===== src/rtl/slc3_pkg.sv =====
// Shared SLC-3 definitions: PC source encoding and the default reset PC.
package slc3_pkg;

  typedef enum logic [1:0] {
    PC_INC   = 2'b00,
    PC_BUS   = 2'b01,
    PC_OFF9  = 2'b10,
    PC_OFF11 = 2'b11
  } pcmux_t;

  localparam logic [15:0] SLC3_RESET_PC = 16'h0000;

  // Increment that sticks at all-ones instead of wrapping.
  function automatic logic [15:0] sat_inc16(input logic [15:0] val);
    return (val == 16'hFFFF) ? val : val + 16'd1;
  endfunction

endpackage


===== src/rtl/pc_offset_adder.sv =====
// Sign-extends an OffW-bit instruction offset and adds it to the PC, modulo 2^16.
module pc_offset_adder #(
  parameter int unsigned OffW = 9
) (
  input  logic [15:0]     pc_i,
  input  logic [OffW-1:0] offset_i,
  output logic [15:0]     target_o
);

  logic [15:0] offset_sext;

  assign offset_sext = {{(16 - OffW){offset_i[OffW-1]}}, offset_i};
  assign target_o    = pc_i + offset_sext;

endmodule


===== src/rtl/branch_pc_unit.sv =====
// SLC-3 program counter and branch-enable register.
// Branch statistics counters are built only when SLC3_BR_STATS_EN is defined.
module branch_pc_unit
  import slc3_pkg::*;
#(
  parameter logic [15:0] RESET_PC = SLC3_RESET_PC
) (
  input  logic        clk,
  input  logic        Reset,
  input  logic        ben_in,
  input  logic        ld_ben,
  input  logic        ld_pc,
  input  logic [1:0]  pcmux_sel,
  input  logic [15:0] bus,
  input  logic [15:0] ir,
  output logic [15:0] pc,
  output logic        ben,
  output logic [15:0] br_total,
  output logic [15:0] br_taken
);

  logic [15:0] pc_q, pc_d;
  logic        ben_q, ben_d;
  logic [15:0] target_off9, target_off11;
  pcmux_t      pcmux;

  // Opcode bits feed the control FSM, not this unit.
  logic unused_ir;
  assign unused_ir = ^ir[15:11];

  assign pcmux = pcmux_t'(pcmux_sel);

  pc_offset_adder #(
    .OffW (9)
  ) u_off9 (
    .pc_i     (pc_q),
    .offset_i (ir[8:0]),
    .target_o (target_off9)
  );

  pc_offset_adder #(
    .OffW (11)
  ) u_off11 (
    .pc_i     (pc_q),
    .offset_i (ir[10:0]),
    .target_o (target_off11)
  );

  always_comb begin
    pc_d = pc_q;
    if (ld_pc) begin
      unique case (pcmux)
        PC_INC:   pc_d = pc_q + 16'd1;
        PC_BUS:   pc_d = bus;
        PC_OFF9:  pc_d = target_off9;
        PC_OFF11: pc_d = target_off11;
        default:  pc_d = pc_q;
      endcase
    end
  end

  always_comb begin
    ben_d = ben_q;
    if (ld_ben) begin
      ben_d = ben_in;
    end
  end

  always_ff @(posedge clk) begin
    if (Reset) begin
      pc_q  <= RESET_PC;
      ben_q <= 1'b0;
    end else begin
      pc_q  <= pc_d;
      ben_q <= ben_d;
    end
  end

  assign pc  = pc_q;
  assign ben = ben_q;

`ifdef SLC3_BR_STATS_EN
  logic [15:0] total_q, total_d;
  logic [15:0] taken_q, taken_d;

  always_comb begin
    total_d = total_q;
    taken_d = taken_q;
    if (ld_ben) begin
      total_d = sat_inc16(total_q);
      if (ben_in) begin
        taken_d = sat_inc16(taken_q);
      end
    end
  end

  always_ff @(posedge clk) begin
    if (Reset) begin
      total_q <= 16'h0000;
      taken_q <= 16'h0000;
    end else begin
      total_q <= total_d;
      taken_q <= taken_d;
    end
  end

  assign br_total = total_q;
  assign br_taken = taken_q;
`else
  assign br_total = 16'h0000;
  assign br_taken = 16'h0000;
`endif

endmodule


===== config.mk =====
export PLATFORM = sky130hd
export DESIGN_NAME = branch_pc_unit
export DESIGN_NICKNAME = d
export VERILOG_FILES = /design/src/rtl/slc3_pkg.sv /design/src/rtl/pc_offset_adder.sv /design/src/rtl/branch_pc_unit.sv
export SDC_FILE = /design/constraint.sdc
export NUM_CORES = 1
export LEC_CHECK = 0
export BUFFER_PORTS_ARGS = -buffer_cell sky130_fd_sc_hd__buf_2
export CAP_MARGIN = 25
export CORE_UTILIZATION = 30
export CTS_BUF_LIST = sky130_fd_sc_hd__clkbuf_2 sky130_fd_sc_hd__clkbuf_4 sky130_fd_sc_hd__clkbuf_8
export DETAILED_ROUTE_END_ITERATION = 7
export PLACE_DENSITY = 0.57
export SLEW_MARGIN = 15
export SYNTH_ARGS = -nofsm -noshare
export SYNTH_HDL_FRONTEND = slang
export SYNTH_HIERARCHICAL = 1
export SYNTH_SLANG_ARGS = --single-unit

===== constraint.sdc =====
create_clock -name clk -period 3.9 [get_ports clk]
set_input_delay 1.17 -clock clk [delete_from_list [all_inputs] [get_ports clk]]
set_output_delay 1.17 -clock clk [all_outputs]
set_load 0.005 [all_outputs]

[Yosys cells after proc, flatten, opt, wreduce, memory -nomap -nowiden]
Cells that the tools add are included.
Word-level totals
  output and inout port bits: 49
  input port bits: 39
  flip-flop bits (word level): 17
  logic and storage cells: 10
Cells by class
  mux-type cells: 1
  equal/unequal tests: 3
  $add $sub $neg: 3
  reductions and logical operators: 1
Operator list (count)
  $pmux 16 s4: 1
  $add 16x16->16: 2
  $add 16x1->16 const B: 1
  $eq 2x2->1 const B: 2
  $eq 2x1->1 const B: 1
  $logic_not 2->1: 1

[Longest topological paths before layout]
Gate-level depths: netlist of the first run.
  depth in word-level cells: 2
  gate-level depth with buffers: 11
  mapped depth without buffers: 11

[Hierarchy]
Netlist of the first run, hierarchy kept.
By module, submodules not included
  branch_pc_unit: cells an instance 188, instances 1, area each 1567.8 um^2, sequential area each 340.3 um^2
  pc_offset_adder at u_off11: cells an instance 98, instances 1, area each 724.4 um^2, sequential area each 0.0 um^2
  pc_offset_adder at u_off9: cells an instance 90, instances 1, area each 693.2 um^2, sequential area each 0.0 um^2

[Worst setup path after synthesis of the first run]
Ideal clock, no wire load.
  path type: input port to flip-flop
  start: input ir[0]
  end: register pc_q[14], in the netlist pc[14]
  setup time: 0.142 ns
  slack: 0.265 ns
  path buffers: 0
  data required time: 3.758 ns
  data arrival time: 3.493 ns
  stages on the path: 11
  cells stage by stage: ha_1 fa_1 a21o_2 a311oi_2 nor3b_1 a211oi_1 xnor2_1 mux2_2 a221oi_1 o21ba_2 a221oi_1
On the way
  longest elaborated chain between the ends: 2
  elaborated cells on any way between the ends: 3
  classes of those cells: 2 x add/sub; 1 x mux
RTL lines
  start, declared: RTL line branch_pc_unit.sv:15  | input logic [15:0] ir,
  $add 16x16->16: RTL line pc_offset_adder.sv:13  | assign target_o = pc_i + offset_sext;
  net target_off11[14]: RTL line branch_pc_unit.sv:24  | logic [15:0] target_off9, target_off11;
  $pmux 16 s4: RTL line branch_pc_unit.sv:52  | unique case (pcmux)
  end signal, assigned: RTL line branch_pc_unit.sv:74  | pc_q <= pc_d;
  end, declared: RTL line branch_pc_unit.sv:22  | logic [15:0] pc_q, pc_d;
The timed path passes the listed nets, and every way through them passes these cells.
A chain may end at the register's enable or synchronous reset.

[Worst setup path after layout of the first run]
  start: input ir[0]
  end: register pc_q[12], in the netlist pc[12]
Same word-level chain as after synthesis.

==> flow_summary.ini, run 1 <==
[outcome]
status = finished clean

[floorplan]
ioPinCount = 88
core.rowCount = 36
core_um2 = 9729
die-area_um2 = 10350
die_w_um = 101.8
dieHeight_um = 101.8
initial_core_util_pct = 30.68

[clock_tree]
cts_tree = done
root_buffer = clkbuf_8
cts_buffers = 3
clock_sinks = 17
post_cts_buffers = 0
clk_latency_ns = 0.26
clock_path_buffers = 2
htreeDepth = 1
clk_pin_slew_ns = 0.07

[synthesis]
synth_top_family_by_area = compound AO/OA/AOI/OAI gates
synth_compound_area_share_pct = 28.75
syn_area_um2 = 2985
synthXorXnorAreaFrac_pct = 8.801
ys_types = 66
muxShareOfSynthArea_pct = 9.179
synth_edf_count = 0
synth_cells = 376
synth_adder_area_share_pct = 14.33
ys_ff_latch = 17
avgSynthCellArea_um2 = 7.940
yosys.area_share.simple_pct = 15.84
async_flop_share_pct = 0
yosys_warnings = 6
synthFlopType = dfxtp_1
yosysSeqAreaShare_pct = 11.40

[worst_hold_path]
min-delay-path-class = reg -> reg
whs_path_depth = 2
hold_end = ben
hp-start = ben

[sta]
hold_violations = 0
fin_skew_ns = 0.002258
rsz0062_at_grt = no
slew_viol_final = 0
setup_slack_ns = 0.2146
tightest_slew_ns = 0.7555
setup_violations = 0
period_needed_ns = 3.685
fmax_ghz = 0.2713
max-slew-margin-rel_pct = 49.45
fin_crit_sh_pct = 94.50

[power]
ir_drop_mv = 0.08867
power_density_nw_per_um2 = 259.7
cellLeakagePower_nw = 1.540

[setup_path]
crit_fanout = 3
crit_required_ns = 4.03
reg2reg_depth = 11
start_kind = primary input
r2r-end = pc[12]
endpoint_kind = flop
path_class = in -> reg
critical_path_arrival_ns = 3.81
worstReg2RegStart = pc[0]
ff2ff_setup_slack_ns = 0.72

[job]
timing.max_cap.violations = 0

[global_routing]
grt_antenna_before_repair = 0
grtUsageTotal_pct = 16.90
grt_max_degree = 22
gr-total-overflow = 0
grt_pass1_vias = 2726
grt_pass1_wl_mm = 13.77

[cells_and_area]
final_core_util_pct = 35.03
area_growth_syn_to_layout_pct = 14.17
fillCellCount = 1073
nets = 506
layout_commonest_cell = buf_2
layout_common_cells = buf_2, a21oi_1, conb_1
final_layout_size_suffix_gt1_share_pct = 22.40
antennaDiodeCount = 0

[placed_design]
preCtsSetupSlack_ns = -0.1723
globalplace.congestion = 0.8985
hpwlAfterDp_mm = 7.119
numPortBuffers = 50

[detailed_routing]
vias = 2996
highest_layer = met4
routed_wl_mm = 8.631
wl_met1_mm = 4.064
drtIter0Drc = 150
dr.pass1.iters = 5
drc = 0
post_drt_wl_per_cell_um = 15.25
met2_length_mm = 3.967
ant_nets = 0
viasPerCell = 5.293
dr_wl_met3_um = 559
-- area by class of cell --
| type | count | area [µm²] | share of cell area, % |
|---|---|---|---|
| Sequential cell | 17 | 340.3 | 9.985 |
| Multi-Input combinational cell | 331 | 2434 | 71.40 |
| Clock buffer | 4 | 48.80 | 1.432 |
| Tap cell | 133 | 166.4 | 4.883 |
| Inverter | 17 | 63.81 | 1.872 |
| Timing Repair Buffer | 64 | 355.3 | 10.43 |
-- critical path, stage by stage --
cell      delay, ns
buf_2          0.11
ha_1           0.19
fa_1           0.39
a21o_2         0.26
a311oi_4       0.37
nor3_1         0.13
o41ai_2        0.26
xnor2_1        0.11
mux2_2         0.27
a221oi_1       0.33
o211a_1        0.18
a211oi_1       0.04
-- registers in the layout, indices dropped and copies added, names as in the netlist --
register / count
pc: 16
ben: 1
-- synth_stat cells (4+ instances only) --
library cell	number	area [µm²]
o21ai_0	20	100.1
a211oi_1	4	30.03
inv_1	16	60.06
nand2_1	29	108.9
nor2_1	17	63.81
nand4_1	6	37.54
xor2_1	12	105.1
a21oi_1	37	185.2
a221oi_1	8	70.07
o211ai_1	6	45.04
dfxtp_1	17	340.3
ha_1	31	387.9
nand3_1	12	60.06
mux2_2	8	90.09
clkbuf_1	7	26.28
nor3_1	6	30.03
mux2i_1	9	90.09
xnor2_1	18	157.7
a21o_1	6	45.04
buf_4	32	240.2
nor4_1	5	31.28
-- power by group --
group | internal [mW] | switching [mW]
Combinational | 0.231 | 0.287
Clock | 0.0796 | 0.0642
Sequential | 0.191 | 0.0327
Total | 0.501 | 0.384
-- worst max path at each step --
stage / cells after the start / slack (ns) / startpoint / to
after floorplan: 11 / 0.27 / ir[0] / pc[14]
after global placement: 12 / -0.14 / ir[0] / pc[14]
after detailed placement: 12 / -0.17 / ir[0] / pc[14]
after CTS: 12 / 0.08 / ir[0] / pc[14]
after global routing: 12 / 0.05 / ir[0] / pc[12]
final: 12 / 0.21 / ir[0] / pc[12]
-- timing repair --
action                                  in CTS  in global routing
resized for setup                            0                  2
hold buffers                                 0                  0
endpoints found under the setup margin       0                  1
-- metrics by stage --
stage	hold slack, ns	setup TNS [ns]	power, mW	std cells	area [µm²]
CTS	0.4991	0	0.8809	566	3391
finish	0.4938	0	0.8850	566	3408
floorplan	0.4850	0	0.6061	407	3102
detailed placement	0.4811	-0.2607	0.7349	562	3342
global route	0.5545	0	0.9581	566	3408
global placement	0.4685	-0.2580	0.7283	562	3342
-- per-layer routing --
metal | vias up | track usage (%)
met1 | 1383 | 23.71
met2 | 137 | 28.33
met5 | - | 0
met4 | 0 | 1.449
met3 | 5 | 2.415
li1 | 1471 | -
-- logic make-up (layout without fill, tap and decap cells) --
family	Yosys count	after routing
mux	21	21
buf+inv	59	85
simple gates	94	94
fa+ha+maj	33	33
other cells	1	32
flops	17	17
xor+xnor	30	30
compound gates	121	121
Note: power is estimated with default switching activity, not from simulation.
==> run 2, diff against run 1 <==
--- a/config.mk
+++ b/config.mk
@@ -7,10 +7,10 @@
 export LEC_CHECK = 0
 export BUFFER_PORTS_ARGS = -buffer_cell sky130_fd_sc_hd__buf_2
 export CAP_MARGIN = 25
-export CORE_UTILIZATION = 30
+export CORE_UTILIZATION = 40
 export CTS_BUF_LIST = sky130_fd_sc_hd__clkbuf_2 sky130_fd_sc_hd__clkbuf_4 sky130_fd_sc_hd__clkbuf_8
 export DETAILED_ROUTE_END_ITERATION = 7
-export PLACE_DENSITY = 0.57
+export PLACE_DENSITY = 0.7
 export SLEW_MARGIN = 15
 export SYNTH_ARGS = -nofsm -noshare
 export SYNTH_HDL_FRONTEND = slang
==> run 2 against run 1 <==
Against the previous run:
- sequential power is 3% higher
- critical path type unchanged
- total power is 1.4% lower
- worst setup slack worse by 0.022 ns
- die area is 25% lower
- register-to-register slack hardly changed
- final cell count is 6.5% lower
- sequential share of layout area is 0.24 points higher
- flip-flop and latch count stayed put
- non-clock buffer count is 3 lower
- first-iteration DRC count is 48% higher
- fmax is 0.59% lower
- routed wire length is 2.3% lower
==> flow_summary.ini, run 2 (synthesized netlist as in run 1, its figures left out) <==
[setup_path]
critical_path_arrival_ns = 3.83
start_kind = primary input
critPathSlowestCell = fa_1
endpoint_kind = flop
crit_fanout = 3
path_class = in -> reg
crit_path_cell_trace = buf_2 > ha_1 > fa_1 > a21o_2 > a311oi_2 > buf_4 > nor3b_1 > a211oi_1 > xnor2_1 > mux2_2 > a221oi_2 > o21ba_2 > a221oi_1
reg2reg_depth = 12
crit_path_max_incr_delay_ns = 0.40
crit_required_ns = 4.03
worstReg2RegStart = pc[0]
r2r-end = pc[14]
ff2ff_setup_slack_ns = 0.72

[power]
power_density_nw_per_um2 = 262.1
ir_drop_mv = 0.1240
seqPwrFrac_pct = 26.4
finalPower_uw = 872.8
combPwrFrac_pct = 57.8
p_int_uw = 489.3
clkPwrFrac_pct = 15.9
power_switching_share_pct = 43.93
cellLeakagePower_nw = 1.521
power_switching_uw = 383.5

[sta]
fin_skew_ns = 0.006408
setup_slack_ns = 0.1929
rsz0062_at_grt = no
max-slew-margin-rel_pct = 51.06
fmax_ghz = 0.2698
tightest_slew_ns = 0.7314
hold_violations = 0
fin_crit_sh_pct = 95.05
period_needed_ns = 3.707
tns_ns = 0
hold-worst-slack_ns = 0.4942
slew_viol_final = 0
setup_violations = 0

[detailed_routing]
drtIter0Drc = 222
viasPerCell = 5.775
routed_wl_mm = 8.432
dr.pass1.iters = 5
ant_nets = 0
post_drt_wl_per_cell_um = 15.94
vias = 3055
drc = 0

[global_routing]
grt_max_degree = 22
grt_antenna_before_repair = 0
gr-total-overflow = 0
grt_pass1_vias = 2704
grtUsageTotal_pct = 21.98
grt_pass1_wl_mm = 13.49

[clock_tree]
clock_path_buffers = 2
post_cts_buffers = 0
root_buffer = clkbuf_8
cts_tree = done
clock_sinks = 17
cts_buffers = 3
hold_buffers = 0
clk_pin_slew_ns = 0.07
htreeDepth = 1
clk_latency_ns = 0.26

[worst_hold_path]
hp-start = ben
min-delay-path-class = reg -> reg
whs_path_depth = 2
hold_end = ben

[placed_design]
globalplace.congestion = 0.9325
hpwlAfterDp_mm = 6.690
numPortBuffers = 50
preCtsSetupSlack_ns = -0.1630

[cells_and_area]
nets = 503
antennaDiodeCount = 0
fillCellCount = 745
final_core_util_pct = 46.15
area_growth_syn_to_layout_pct = 11.53
layout_common_cells = buf_2, a21oi_1, conb_1
layout_commonest_cell = buf_2
final_layout_size_suffix_gt1_share_pct = 21.86
largest_reg_flops = 16

[floorplan]
die_w_um = 88.39
core.rowCount = 31
initial_core_util_pct = 41.38
dieHeight_um = 88.39
die-area_um2 = 7813
core_um2 = 7214
ioPinCount = 88

[job]
timing.max_cap.violations = 0

[outcome]
status = finished clean
-- run 2: power groups by stage --
| stage | Clock (mW) | Sequential [mW] | Combinational (mW) |
|---|---|---|---|
| global placement | 0 | 0.233 | 0.482 |
| finish | 0.138 | 0.230 | 0.504 |
| global route | 0.149 | 0.234 | 0.557 |
| floorplan | 0 | 0.223 | 0.383 |
| detailed placement | 0 | 0.234 | 0.494 |
| CTS | 0.140 | 0.231 | 0.496 |
-- run 2: timing repair --
action / CTS / global route
endpoints found under the hold margin: 0 / 0
setup endpoints to repair: 0 / 1
resized for setup: 0 / 1
-- run 2: worst max-delay path: cells and delay by family --
| family | cells | cell delay (ns) |
|---|---|---|
| buffers and inverters | 2 | 0.28 |
| xor gates and xnor gates | 1 | 0.10 |
| muxes | 1 | 0.28 |
| AOI/OAI and AO/OA | 6 | 1.35 |
| adders and majority gates | 2 | 0.60 |
| and+or+nand+nor | 1 | 0.05 |
-- run 2: worst max path at each step --
stage               depth (start not counted)     end  slack (ns)  startpoint
global route                               13  pc[14]        0.05       ir[0]
CTS                                        13  pc[14]        0.09       ir[0]
floorplan                                  11  pc[14]        0.27       ir[0]
detailed placement                         13  pc[14]       -0.16       ir[0]
global placement                           13  pc[14]        -0.1       ir[0]
finish                                     13  pc[14]        0.19       ir[0]
-- run 2: per-stage QoR --
stage	cells	area [µm²]
6_report	529	3329
5_1_grt	529	3329
4_1_cts	529	3323
3_5_place_dp	525	3277
3_3_place_gp	525	3277
2_1_floorplan	407	3102
-- run 2: cell type report --
cell class | count | area (µm²) | area share [%]
Clock inverter | 1 | 5.005 | 0.1503
Sequential cell | 17 | 340.3 | 10.22
Multi-Input combinational cell | 331 | 2422 | 72.75
Clock buffer | 3 | 41.29 | 1.240
Timing Repair Buffer | 61 | 332.8 | 9.996
Inverter | 17 | 63.81 | 1.917
Tap cell | 99 | 123.9 | 3.720
-- run 2: per-layer routing --
layer | vias to the layer above | share of wire, % | global-route usage, %
met1 | 1421 | 45 | 32.84
met4 | 0 | 0.83 | 3.372
li1 | 1468 | - | -
met3 | 8 | 8.2 | 2.052
met5 | - | 0 | 0
met2 | 158 | 46 | 34.69
